===== config.mk =====
export PLATFORM = sky130hd
export DESIGN_NAME = mem_bridge
export DESIGN_NICKNAME = d
export VERILOG_FILES = /design/src/rtl/mem_bridge_pkg.sv /design/src/rtl/mem_instr_buf.sv /design/src/rtl/mem_bridge.sv
export SDC_FILE = /design/constraint.sdc
export NUM_CORES = 1
export LEC_CHECK = 0
export CORE_MARGIN = 2
export CORE_UTILIZATION = 45
export CTS_BUF_LIST = sky130_fd_sc_hd__clkbuf_4 sky130_fd_sc_hd__clkbuf_8
export CTS_CLUSTER_DIAMETER = 120
export DETAILED_ROUTE_END_ITERATION = 10
export GPL_TIMING_DRIVEN = 0
export MAX_ROUTING_LAYER = met4
export PLACE_DENSITY = 0.73
export SYNTH_ARGS = -nofsm -noshare
export SYNTH_HDL_FRONTEND = slang
export SYNTH_SLANG_ARGS = --single-unit
export TNS_END_PERCENT = 50

===== constraint.sdc =====
create_clock -name clk -period 5.45 [get_ports clk]
set_input_delay 0.8175 -clock clk [delete_from_list [all_inputs] [get_ports clk]]
set_output_delay 0.8175 -clock clk [all_outputs]
set_load 0.005 [all_outputs]

===== src/rtl/mem_bridge_pkg.sv =====
// ============================================================================
// mem_bridge_pkg : shared widths, default address bases and FSM encoding
// Revision       : 1.0
// ============================================================================
`default_nettype none

package mem_bridge_pkg;

    localparam int EXT_AW = 18;
    localparam int DW     = 16;

    localparam logic [EXT_AW-1:0] DEF_INSTR_BASE = 18'h00000;
    localparam logic [EXT_AW-1:0] DEF_DATA_BASE  = 18'h20000;

    typedef enum logic [2:0] {
        ST_IDLE     = 3'd0,
        ST_FETCH_LO = 3'd1,
        ST_FETCH_HI = 3'd2,
        ST_DATA_RD  = 3'd3,
        ST_DATA_WR  = 3'd4
    } state_t;

endpackage

`default_nettype wire


===== src/rtl/mem_instr_buf.sv =====
// ============================================================================
// mem_instr_buf : one-entry tagged instruction buffer with low-half latch
// Revision      : 1.0
// ============================================================================
`default_nettype none

module mem_instr_buf
    import mem_bridge_pkg::*;
(
    input  logic            clk,
    input  logic            rst,
    input  logic            start,
    input  logic [DW-1:0]   prog_addr,
    input  logic            lo_ack,
    input  logic            hi_ack,
    input  logic [DW-1:0]   ext_rdata,
    output logic [2*DW-1:0] instr,
    output logic            instr_valid
);

    logic [DW-1:0]   r_pend_tag;
    logic [DW-1:0]   r_tag;
    logic [DW-1:0]   r_lo;
    logic [2*DW-1:0] r_hold;
    logic            r_hvalid;

    // The tag is the address latched at fetch start, so a PC change
    // mid-fetch leaves a stale (mismatching) entry rather than a wrong one.
    always_ff @(posedge clk or posedge rst) begin
        if (rst) begin
            r_pend_tag <= '0;
            r_tag      <= '0;
            r_lo       <= '0;
            r_hold     <= '0;
            r_hvalid   <= 1'b0;
        end else begin
            if (start) begin
                r_pend_tag <= prog_addr;
            end
            if (lo_ack) begin
                r_lo <= ext_rdata;
            end
            if (hi_ack) begin
                r_hold   <= {ext_rdata, r_lo};
                r_tag    <= r_pend_tag;
                r_hvalid <= 1'b1;
            end
        end
    end

    assign instr       = r_hold;
    assign instr_valid = r_hvalid && (r_tag == prog_addr);

endmodule

`default_nettype wire


===== src/rtl/mem_bridge.sv =====
// ============================================================================
// mem_bridge : arbitrates instruction fetch and data load/store onto one
//              16-bit external memory port
// Revision   : 1.0
// ============================================================================
`default_nettype none

module mem_bridge
    import mem_bridge_pkg::*;
#(
    parameter logic [EXT_AW-1:0] INSTR_BASE = DEF_INSTR_BASE,
    parameter logic [EXT_AW-1:0] DATA_BASE  = DEF_DATA_BASE
) (
    input  logic              clk,
    input  logic              rst,
    input  logic [DW-1:0]     prog_addr,
    input  logic [DW-1:0]     addr,
    input  logic [DW-1:0]     wdata,
    input  logic              rd,
    input  logic              wr,
    output logic [2*DW-1:0]   instr,
    output logic              instr_valid,
    output logic [DW-1:0]     rdata,
    output logic              busy,
    output logic              ready,
    output logic [EXT_AW-1:0] ext_addr,
    output logic [DW-1:0]     ext_wdata,
    output logic              ext_we,
    output logic              ext_req,
    input  logic [DW-1:0]     ext_rdata,
    input  logic              ext_ack
);

    state_t r_state;
    state_t w_next;
    logic   r_done;
    logic   w_accept;
    logic   w_fetch_start;
    logic   w_data_start;
    logic   w_lo_ack;
    logic   w_hi_ack;
    logic   w_data_ack;

    // r_done blocks a request the core is still holding after its ready pulse
    assign w_accept = (rd || wr) && !r_done;

    always_ff @(posedge clk or posedge rst) begin
        if (rst) begin
            r_state <= ST_IDLE;
        end else begin
            r_state <= w_next;
        end
    end

    always_comb begin
        w_next = r_state;
        case (r_state)
            ST_IDLE: begin
                if (w_accept) begin
                    w_next = wr ? ST_DATA_WR : ST_DATA_RD;
                end else if (!instr_valid) begin
                    w_next = ST_FETCH_LO;
                end
            end
            ST_FETCH_LO: if (ext_ack) w_next = ST_FETCH_HI;
            ST_FETCH_HI: if (ext_ack) w_next = ST_IDLE;
            ST_DATA_RD,
            ST_DATA_WR:  if (ext_ack) w_next = ST_IDLE;
            default:     w_next = ST_IDLE;
        endcase
    end

    always_comb begin
        busy          = 1'b0;
        w_fetch_start = 1'b0;
        w_data_start  = 1'b0;
        w_lo_ack      = 1'b0;
        w_hi_ack      = 1'b0;
        w_data_ack    = 1'b0;
        case (r_state)
            ST_IDLE: begin
                w_data_start  = w_accept;
                w_fetch_start = !w_accept && !instr_valid;
            end
            ST_FETCH_LO: w_lo_ack = ext_ack;
            ST_FETCH_HI: w_hi_ack = ext_ack;
            ST_DATA_RD,
            ST_DATA_WR: begin
                busy       = 1'b1;
                w_data_ack = ext_ack;
            end
            default: ;
        endcase
    end

    // ext_req is high throughout every non-IDLE state, so ext_ack is only
    // ever looked at while a request is outstanding.
    always_ff @(posedge clk or posedge rst) begin
        if (rst) begin
            ext_req   <= 1'b0;
            ext_we    <= 1'b0;
            ext_addr  <= '0;
            ext_wdata <= '0;
            rdata     <= '0;
            ready     <= 1'b0;
            r_done    <= 1'b0;
        end else begin
            ready <= w_data_ack;
            if (w_data_ack) begin
                r_done <= 1'b1;
            end else if (!(rd || wr)) begin
                r_done <= 1'b0;
            end
            if (w_data_ack && (r_state == ST_DATA_RD)) begin
                rdata <= ext_rdata;
            end
            if (w_fetch_start) begin
                ext_req  <= 1'b1;
                ext_we   <= 1'b0;
                ext_addr <= INSTR_BASE + {1'b0, prog_addr, 1'b0};
            end else if (w_data_start) begin
                ext_req   <= 1'b1;
                ext_we    <= wr;
                ext_addr  <= DATA_BASE + {2'b00, addr};
                ext_wdata <= wdata;
            end else if (w_lo_ack) begin
                ext_addr <= ext_addr + 18'd1;
            end else if (w_hi_ack || w_data_ack) begin
                ext_req <= 1'b0;
                ext_we  <= 1'b0;
            end
        end
    end

    mem_instr_buf u_ibuf (
        .clk         (clk),
        .rst         (rst),
        .start       (w_fetch_start),
        .prog_addr   (prog_addr),
        .lo_ack      (w_lo_ack),
        .hi_ack      (w_hi_ack),
        .ext_rdata   (ext_rdata),
        .instr       (instr),
        .instr_valid (instr_valid)
    );

endmodule

`default_nettype wire


* Yosys cells after proc, flatten, opt, wreduce, memory -nomap -nowiden
Cells that the tools add are included.
** Cells by class
- Bitwise logic cells :: 1
- Reductions and logical operators :: 17
- $add $sub $neg :: 2
- Muxes and demuxes :: 23
- Equal/unequal tests :: 10
** Operator list (number)
- 18-bit 2-to-1 mux :: 3
- 18-bit by 1-bit adder with 18-bit output, second input constant :: 1
- 18-bit by 16-bit adder with 18-bit output, first input constant :: 1
- 16-bit equality test :: 1
- 3-bit 2-to-1 mux :: 5
- 1-bit 2-to-1 mux :: 14
- 3-bit one-hot mux with 3 select lines :: 1
- 3-bit by 2-bit equality test with 1-bit output, second input constant :: 2
- 3-bit nonzero test :: 2
- 1-bit logical AND :: 4
- 2-bit inequality test, second input constant :: 2
- 2-bit AND reduction :: 2
- 3-bit by 1-bit equality test with 1-bit output, second input constant :: 1
- 3-bit equality test, second input constant :: 1
- 1-bit logical NOT :: 3
- 3-bit logical NOT :: 1
- 3-bit by 2-bit inequality test with 1-bit output, second input constant :: 1
- 3-bit inequality test, second input constant :: 1
- 3-bit AND reduction :: 1
- 3-bit OR reduction :: 1
- 1-bit logical OR :: 2
- 2-bit by 1-bit inequality test with 1-bit output, second input constant :: 1
- 2-bit OR reduction :: 1
- 1-bit NOT :: 1
** Storage, ports and cells
- Word-level logic and storage cells :: 66
- Input bits :: 69
- Flip-flop bits (word level) :: 138

* Depth between registers and ports, before layout
Gate-level depths: netlist (run 1).
- Depth after elaboration :: 8
- Mapped depth :: 8

* Hierarchy
From an unflattened synthesis (run 1), not the netlist that was laid out.
** Unflattened totals
- Cells, all modules :: 460
- Area, all modules :: 6099.6 sq um
** By module, submodules not included
- mem_instr_buf :: cells each 194, times used 1, area an instance 3166.8 sq um
- mem_bridge :: cells each 266, times used 1, area an instance 2932.8 sq um

* Least setup slack after synthesis (run 1)
Ideal clock, no wire load.
- Path kind :: input-to-output
- Start :: in prog_addr[8]
- End :: out instr_valid
- Arrival :: 1.569 ns
- Stages on the path :: 4
- Slack :: 3.063 ns
- Cell sequence :: xor2_1 -> nor4_1 -> nand4_1 -> nor2_1
** Between the ends
- Longest elaborated chain between the ends :: 2
** RTL lines
- from (decl) :: RTL line mem_bridge.sv:16 : input logic [DW-1:0] prog_addr,
- 16-bit equality test :: RTL line mem_instr_buf.sv:52 : assign instr_valid = r_hvalid && (r_tag == prog_addr);
- 1-bit logical AND :: RTL line mem_instr_buf.sv:52
- to (decl) :: RTL line mem_bridge.sv:22 : output logic instr_valid,
No other way between the ends.

* Final worst setup path (run 1)
- Start :: in prog_addr[7]
- End :: out instr_valid
Same word-level chain as after synthesis.

==> results of run 1 <==
-- logic make-up after synthesis --
group,synth area share [%]
buffers and inverters,2.33
muxes,21.5
adders and majority gates,0.210
AOI/OAI and AO/OA,3.67
and+or+nand+nor,10.8
DFF,57.9
xor gates and xnor gates,3.53
-- cell usage in the layout, fill, tap and decap left out, types with 13 or more instances in the layout --
cell type,count
sky130_fd_sc_hd__mux2_2,91
sky130_fd_sc_hd__clkdlybuf4s50_1,155
sky130_fd_sc_hd__mux2_1,22
sky130_fd_sc_hd__dfrtp_1,138
sky130_fd_sc_hd__o21ai_0,13
sky130_fd_sc_hd__nand2_1,70
sky130_fd_sc_hd__clkbuf_8,17
sky130_fd_sc_hd__xor2_1,20
-- power by group through the flow --
stage	clock, W	sequential (W)	combinational, W
floorplan	0	0.00184	0.00102
global placement	0	0.00184	0.00193
detailed placement	0	0.00187	0.00199
CTS	0.000845	0.00186	0.00200
global route	0.000885	0.00193	0.00215
finish	0.000819	0.00186	0.00198
-- how the worst max path moves through the flow --
stage                  from                      endpoint  slack (ps)  cells past startpoint
2_1_floorplan           rst       ext_addr[0]$_DFFE_PP0P_         940                      1
3_3_place_gp            rst  u_ibuf.instr[31]$_DFFE_PP0P_        -800                      2
3_5_place_dp   prog_addr[7]                   instr_valid        1770                      6
4_1_cts        prog_addr[7]                   instr_valid        1760                      6
5_1_grt        prog_addr[7]                   instr_valid        1610                      6
6_report       prog_addr[7]                   instr_valid        1740                      6
-- final cells by class --
type / count / area share, %
plain buffers: 23 / 1.47
clock buffers: 18 / 2.96
clock inverters: 14 / 1.81
inverters: 5 / 0.292
multi-input cells: 301 / 29.0
flip-flops and latches: 138 / 42.4
well taps: 176 / 2.70
repair buffers: 156 / 19.4
-- per-stage QoR --
step	setup WS (ps)	power [W]	hold slack [ps]	setup TNS [ps]	instance area [um2]
3_5_place_dp	1770	0.00386	460	0	7760
3_3_place_gp	-804	0.00377	453	-110230	7730
2_1_floorplan	936	0.00287	439	0	5960
5_1_grt	1610	0.00496	484	0	8150
4_1_cts	1760	0.00471	479	0	8150
6_report	1740	0.00466	476	0	8150
-- worst register-to-register path: stages, from the launching register on --
cell	delay, ps
sky130_fd_sc_hd__dfrtp_1	390
sky130_fd_sc_hd__xor2_1	200
sky130_fd_sc_hd__nor4_1	360
sky130_fd_sc_hd__nand4_1	320
sky130_fd_sc_hd__o21ai_4	420
sky130_fd_sc_hd__buf_4	280
sky130_fd_sc_hd__mux2_2	350
-- sequential cells by signal (all words and copies together) (netlist names) --
name,flops
u_ibuf.r_hvalid,1
r_done,1
u_ibuf.r_lo,16
ext_addr,18
u_ibuf.r_tag,16
ext_req,1
r_state,3
u_ibuf.r_pend_tag,16
ext_we,1
ext_wdata,16
u_ibuf.instr,32
ready,1
rdata,16
-- per-layer routing --
layer / global-route usage (%) / vias to the layer above / share of wire (%)
li1: - / 1996 / -
met1: 25.5 / 2137 / 44
met2: 32.9 / 155 / 47
met3: 6.85 / 29 / 7.0
met4: 9.52 / 0 / 2.9
met5: - / - / 0
==> run summary, run 1 <==
===========================================================================
Synthesized instance count                                              467
Total of hold buffers inserted after clock tree synthesis                 0
Number of warnings printed during yosys synthesis                         0
Root buffer cell                                               sky130_fd_sc_hd__clkbuf_8
Mapped Nets                                                             537
Syn-to-layout area delta                                              36.8%
Number of antenna diodes                                                  0
Period utilization                                                    68.0%
Maximum ir drop on the vdd rail                                    0.270 mV
Top cells by area, synth                                       sky130_fd_sc_hd__dfrtp_1, sky130_fd_sc_hd__mux2_2, sky130_fd_sc_hd__nand2_1, sky130_fd_sc_hd__mux2_1, sky130_fd_sc_hd__xor2_1
Number of instances on the worst hold path                                1
Post-CTS Repair Setup Buffers                                             0
Area taken by multi-input logic gates                              2370 um2
Top cell type by total area after synthesis                    sky130_fd_sc_hd__dfrtp_1
Total of buffers placed on input and output ports                       155
FF+latch area                                                      3450 um2
Worst path most repeated cell                                  sky130_fd_sc_hd__clkdlybuf4s50_1
Critical path's largest stage delay                                  540 ps
Arrival @ worst endpoint                                            2890 ps
Row Count                                                                42
Peak fanout along the critical path                                       3
Mean post-synth cell area                                          12.8 um2
Cell with the most instances after synthesis                   sky130_fd_sc_hd__dfrtp_1
Most used flip-flop cell after synthesis                       sky130_fd_sc_hd__dfrtp_1
Ratio of cells with drive above 1 in the final layout                 22.3%
DRC errors left                                                           0
Clock skew after layout                                             11.9 ps
Average wire per cell in the routed design                          16.8 um
Max-slew headroom at the worst pin                                    47.7%
Critical Path Start Type                                          input pin
Final RePlAce weighted congestion                                     0.841
Distinct cell type count after synthesis                                 44
Post-placement cell count                                               799
Worst skew pair latency                                              450 ps
Area fraction of the dominant cell type after synthesis               57.9%
Slew Viols, Final                                                         0
Register bit count reported by yosys                                    138
Run status                                                     complete, no violations
Detailed Routing Iterations Pass 1                                        4
Number of gates resized after CTS                                         0
EDFF count, synth                                                         0
Final nets                                                              712
Global-route wire length before repair                             22600 um
Slew at the pin closest to its max-slew limit                        784 ps
Number of failing hold endpoints at the final stage                       0
GRT Total Usage                                                       21.2%
Most instantiated cells after synthesis                        sky130_fd_sc_hd__dfrtp_1, sky130_fd_sc_hd__mux2_2, sky130_fd_sc_hd__nand2_1
Maximum number of buffers from clock root to sink                         2
Global-route congestion overflow total                                    0
Number of nets with antenna violations after routing                      0
Post-Synthesis Cell Area                                           5960 um2
Initial core utilization                                              45.6%
Final std cells w/o fill                                                831
Horiz. Die Dim                                                       119 um
Max Clock Freq                                                    0.270 GHz
Clk pin slew, worst setup/hold paths                                  80 ps
TritonCTS clock tree                                                    yes
Net switching fraction of the power                                   32.2%
Maximum number of pins on one net before global-route repair             77
Design internal power                                             0.00316 W
Launch instance of the worst min-delay path                    u_ibuf.r_hvalid$_DFFE_PP0P_
Final Setup Violations                                                    0
Power density over cell area                                     571 nW/um2
Fraction of the yosys area taken by sequential cells                  57.9%
Max cap viols                                                             0
Clock H-tree levels                                                       4
Setup slack, reg-to-reg                                             3000 ps
RR Startpoint                                                  u_ibuf.r_tag[3]$_DFFE_PP0P_
Clock group share of total power                                      17.6%
Total Die Area                                                    14200 um2
Cells on worst reg2reg path                                               6
Fraction of registers with async set/reset                             100%
Critical Path Sink Type                                         output port
Leakage component of the power                                      3.47 nW
Endpoint of the most critical register-to-register path        ext_addr[14]$_DFFE_PP0P_
Worst-path cell chain                                          clkdlybuf4s50_1 -> xor2_1 -> nor4_1 -> nand4_1 -> nor2_1 -> clkdlybuf4s50_1
Type of the worst setup path                                   input pin to output port
Req. time, crit path                                                4630 ps
Number of I/O pins                                                      156
Total CTS buffers                                                        17
Worst Hold Endpoint                                            u_ibuf.r_hvalid$_DFFE_PP0P_
Final WL                                                           14000 um
Post-detailed-route via-to-cell ratio                                  5.19
Number of buffer and inverter stages on the critical path                 2
Count of clock tree sinks                                               138
Detailed router's first-iteration violation count                       199
Crit path time final                                                3710 ps
Number of inserted filler cells in the final layout                    1020
Total number of vias                                                   4317
Cell at the slowest stage of the critical path                 sky130_fd_sc_hd__clkdlybuf4s50_1
Unrepaired setup endpoints after global routing                       false
Dpl hpwl                                                           10100 um
Part of the total power dissipated in combinational logic             42.5%
Family with the most delay on the worst path                   buffers and inverters
Core footprint                                                    13100 um2
Sequential cell fraction of total power                               39.9%
Vias in the first global route                                         4539
Initial antenna violation count                                           0
Overall die height                                                   119 um
Net Switching                                                     0.00150 W
Type of the tightest min-delay check                           flop to flop
Layout Utilization                                                    62.3%
===========================================================================
No activity file was read; power rests on OpenSTA's default activity.
==> run 2: changes to the inputs <==
PLACE_DENSITY = 0.76   (was 0.73)
clock period = 3.4 ns   (was 5.45 ns; I/O delays follow)
==> run 2 against run 1 <==
Effect of this change: critical path depth is the same; die area is the same; non-clock buffer count grew 2; clock power grew 60%; count of clock-buffer cells in the layout grew 2; sequential power grew 61%; flip-flop and latch count is the same; largest cell class unchanged; highest routed layer unchanged.
==> run summary, run 2 (synthesis gave the netlist of run 1 again) <==
===========================================================================
Initial antenna violation count                                           1   was 0
Maximum number of buffers from clock root to sink                         2   unchanged
Unrepaired setup endpoints after global routing                       false   unchanged
Root buffer cell                                               sky130_fd_sc_hd__clkbuf_8   unchanged
Total Die Area                                                    14200 um2   unchanged
Clock skew after layout                                             9.26 ps   was 11.9 ps
DRC errors left                                                           0   unchanged
Final RePlAce weighted congestion                                     0.858   was 0.841
Max-slew headroom at the worst pin                                    46.9%   was 47.7%
TritonCTS clock tree                                                    yes   unchanged
Vias in the first global route                                         4516   was 4539
Leakage component of the power                                      3.49 nW   was 3.47 nW
Dpl hpwl                                                           10400 um   was 10100 um
Final WL                                                           14200 um   was 14000 um
Critical Path Sink Type                                         output port   unchanged
Row Count                                                                42   unchanged
Initial core utilization                                              45.6%   unchanged
Sum of negative setup slack                                            0 ps   unchanged
Post-CTS Repair Setup Buffers                                             0   unchanged
Slew Viols, Final                                                         0   unchanged
Final Setup Violations                                                    0   unchanged
GRT Total Usage                                                       21.6%   was 21.2%
Final nets                                                              714   was 712
Average wire per cell in the routed design                          17.0 um   was 16.8 um
RR Startpoint                                                  u_ibuf.r_tag[3]$_DFFE_PP0P_   unchanged
Detailed router's first-iteration violation count                       207   was 199
Max Clock Freq                                                    0.333 GHz
Design internal power                                             0.00510 W   was 0.00316 W
Arrival @ worst endpoint                                            2500 ps   was 2890 ps
Type of the tightest min-delay check                           input pin to asynchronous set/reset pin   was flop to flop
Clock group share of total power                                      17.6%   about the same
Power density over cell area                                     912 nW/um2   was 571 nW/um2
Net switching fraction of the power                                   31.8%   was 32.2%
Number of inserted filler cells in the final layout                    1021   was 1020
Type of the worst setup path                                   input pin to output port   unchanged
Count of clock tree sinks                                               138   unchanged
Final std cells w/o fill                                                834   was 831
Number of gates resized after CTS                                         0   unchanged
Slew at the pin closest to its max-slew limit                        796 ps   was 784 ps
Total number of vias                                                   4271   was 4317
Req. time, crit path                                                2890 ps   was 4630 ps
Period utilization                                                    88.4%
Clock H-tree levels                                                       4   unchanged
Most common cell after layout, fill and taps aside             sky130_fd_sc_hd__clkdlybuf4s50_1   unchanged
Layout Utilization                                                    62.6%   was 62.3%
Part of the total power dissipated in combinational logic             42.4%   was 42.5%
Number of nets with antenna violations after routing                      0   unchanged
Clk pin slew, worst setup/hold paths                                  70 ps   was 80 ps
Syn-to-layout area delta                                              37.4%   was 36.8%
Post-detailed-route via-to-cell ratio                                  5.12   was 5.19
Horiz. Die Dim                                                       119 um   unchanged
Number of I/O pins                                                      156   unchanged
Peak fanout along the critical path                                       3   unchanged
Post-placement cell count                                               801   was 799
Ratio of cells with drive above 1 in the final layout                 22.5%   was 22.3%
Total CTS buffers                                                        17   unchanged
Overall die height                                                   119 um   unchanged
Run status                                                     complete, no violations   unchanged
Critical path origin                                           prog_addr[15]   was prog_addr[7]
Most used cells in the layout excluding fill and tap cells     sky130_fd_sc_hd__clkdlybuf4s50_1, sky130_fd_sc_hd__dfrtp_1, sky130_fd_sc_hd__mux2_2   unchanged
Global-route wire length before repair                             22800 um   was 22600 um
Crit path time final                                                3010 ps
Max FFs per register                                                     32   unchanged
Total of hold buffers inserted after clock tree synthesis                 0   unchanged
Maximum number of pins on one net before global-route repair             45   was 77
Critical Path Start Type                                          input pin   unchanged
Setup slack, reg-to-reg                                             1090 ps   was 3000 ps
Global-route congestion overflow total                                    0   unchanged
Number of failing hold endpoints at the final stage                       0   unchanged
Net Switching                                                     0.00237 W   was 0.00150 W
Worst skew pair latency                                              450 ps   about the same
Maximum ir drop on the vdd rail                                    0.517 mV   was 0.270 mV
Core footprint                                                    13100 um2   unchanged
Total of buffers placed on input and output ports                       155   unchanged
Max cap viols                                                             0   unchanged
Setup WS post-layout                                                 395 ps   was 1740 ps
Sequential cell fraction of total power                               40.0%   was 39.9%
Placement-stage worst setup slack                                    364 ps   was 1770 ps
Detailed Routing Iterations Pass 1                                        5   was 4
===========================================================================
[run 2: cell types whose count changed in the layout (fill, tap and decap cells not counted), sizes merged]
cell	before	now
buf	15	17
clkinv	5	6
diode	0	1
clkbuf	27	29
inv	7	4
[run 2: power groups by stage]
stage	logic [W]	registers [W]	clock network, W
after detailed placement	0.00320	0.00301	0
after global routing	0.00346	0.00310	0.00142
after CTS	0.00322	0.00299	0.00134
final	0.00317	0.00299	0.00131
after global placement	0.00310	0.00295	0
after floorplan	0.00164	0.00296	0
[run 2: final cells by class]
cell class              count  area, um2  share of cell area [%]
flip-flops and latches    138       3450                    42.2
well taps                 176        220                    2.69
plain buffers              23        120                    1.47
inverters                   5       22.5                   0.275
diodes                      1       2.50                  0.0305
clock buffers              20        269                    3.28
clock inverters            12        124                    1.51
repair buffers            158       1610                    19.7
multi-input cells         301       2370                    28.9
[run 2: path summary, 6_finish.rpt]
path / endpoint / cells past startpoint
max: instr_valid / 6
min: u_ibuf.r_lo[11]$_DFFE_PP0P_ / 2
max reg2reg: ext_addr[14]$_DFFE_PP0P_ / 6
min reg2reg: ext_wdata[2]$_DFFE_PP0P_ / 2
max in group asynchronous: ready$_DFF_PP0_ / 4
min in group clk: ext_wdata[2]$_DFFE_PP0P_ / 2
[run 2: stage by stage]
| stage | hold WS, ps | power [W] | area, um2 |
|---|---|---|---|
| final | 426 | 0.00747 | 8190 |
| after global placement | 454 | 0.00605 | 7740 |
| after floorplan | 439 | 0.00459 | 5960 |
| after CTS | 415 | 0.00755 | 8190 |
| after global routing | 455 | 0.00797 | 8190 |
| after detailed placement | 466 | 0.00621 | 7800 |
[run 2: critical path: stages]
cell and delay, ps:
sky130_fd_sc_hd__clkdlybuf4s50_1 510, sky130_fd_sc_hd__xor2_1 210, sky130_fd_sc_hd__nor4_1 260, sky130_fd_sc_hd__nand4_1 280
sky130_fd_sc_hd__nor2_1 180, sky130_fd_sc_hd__clkdlybuf4s50_1 530
[run 2: per-layer routing]
layer  global-route usage [%]  vias up  routed length, um
li1                         -     1985                  -
met1                     25.2     2097               5980
met2                     34.1      161               6690
met3                     7.76       28               1140
met4                     8.63        0                342
met5                        -        -                  0
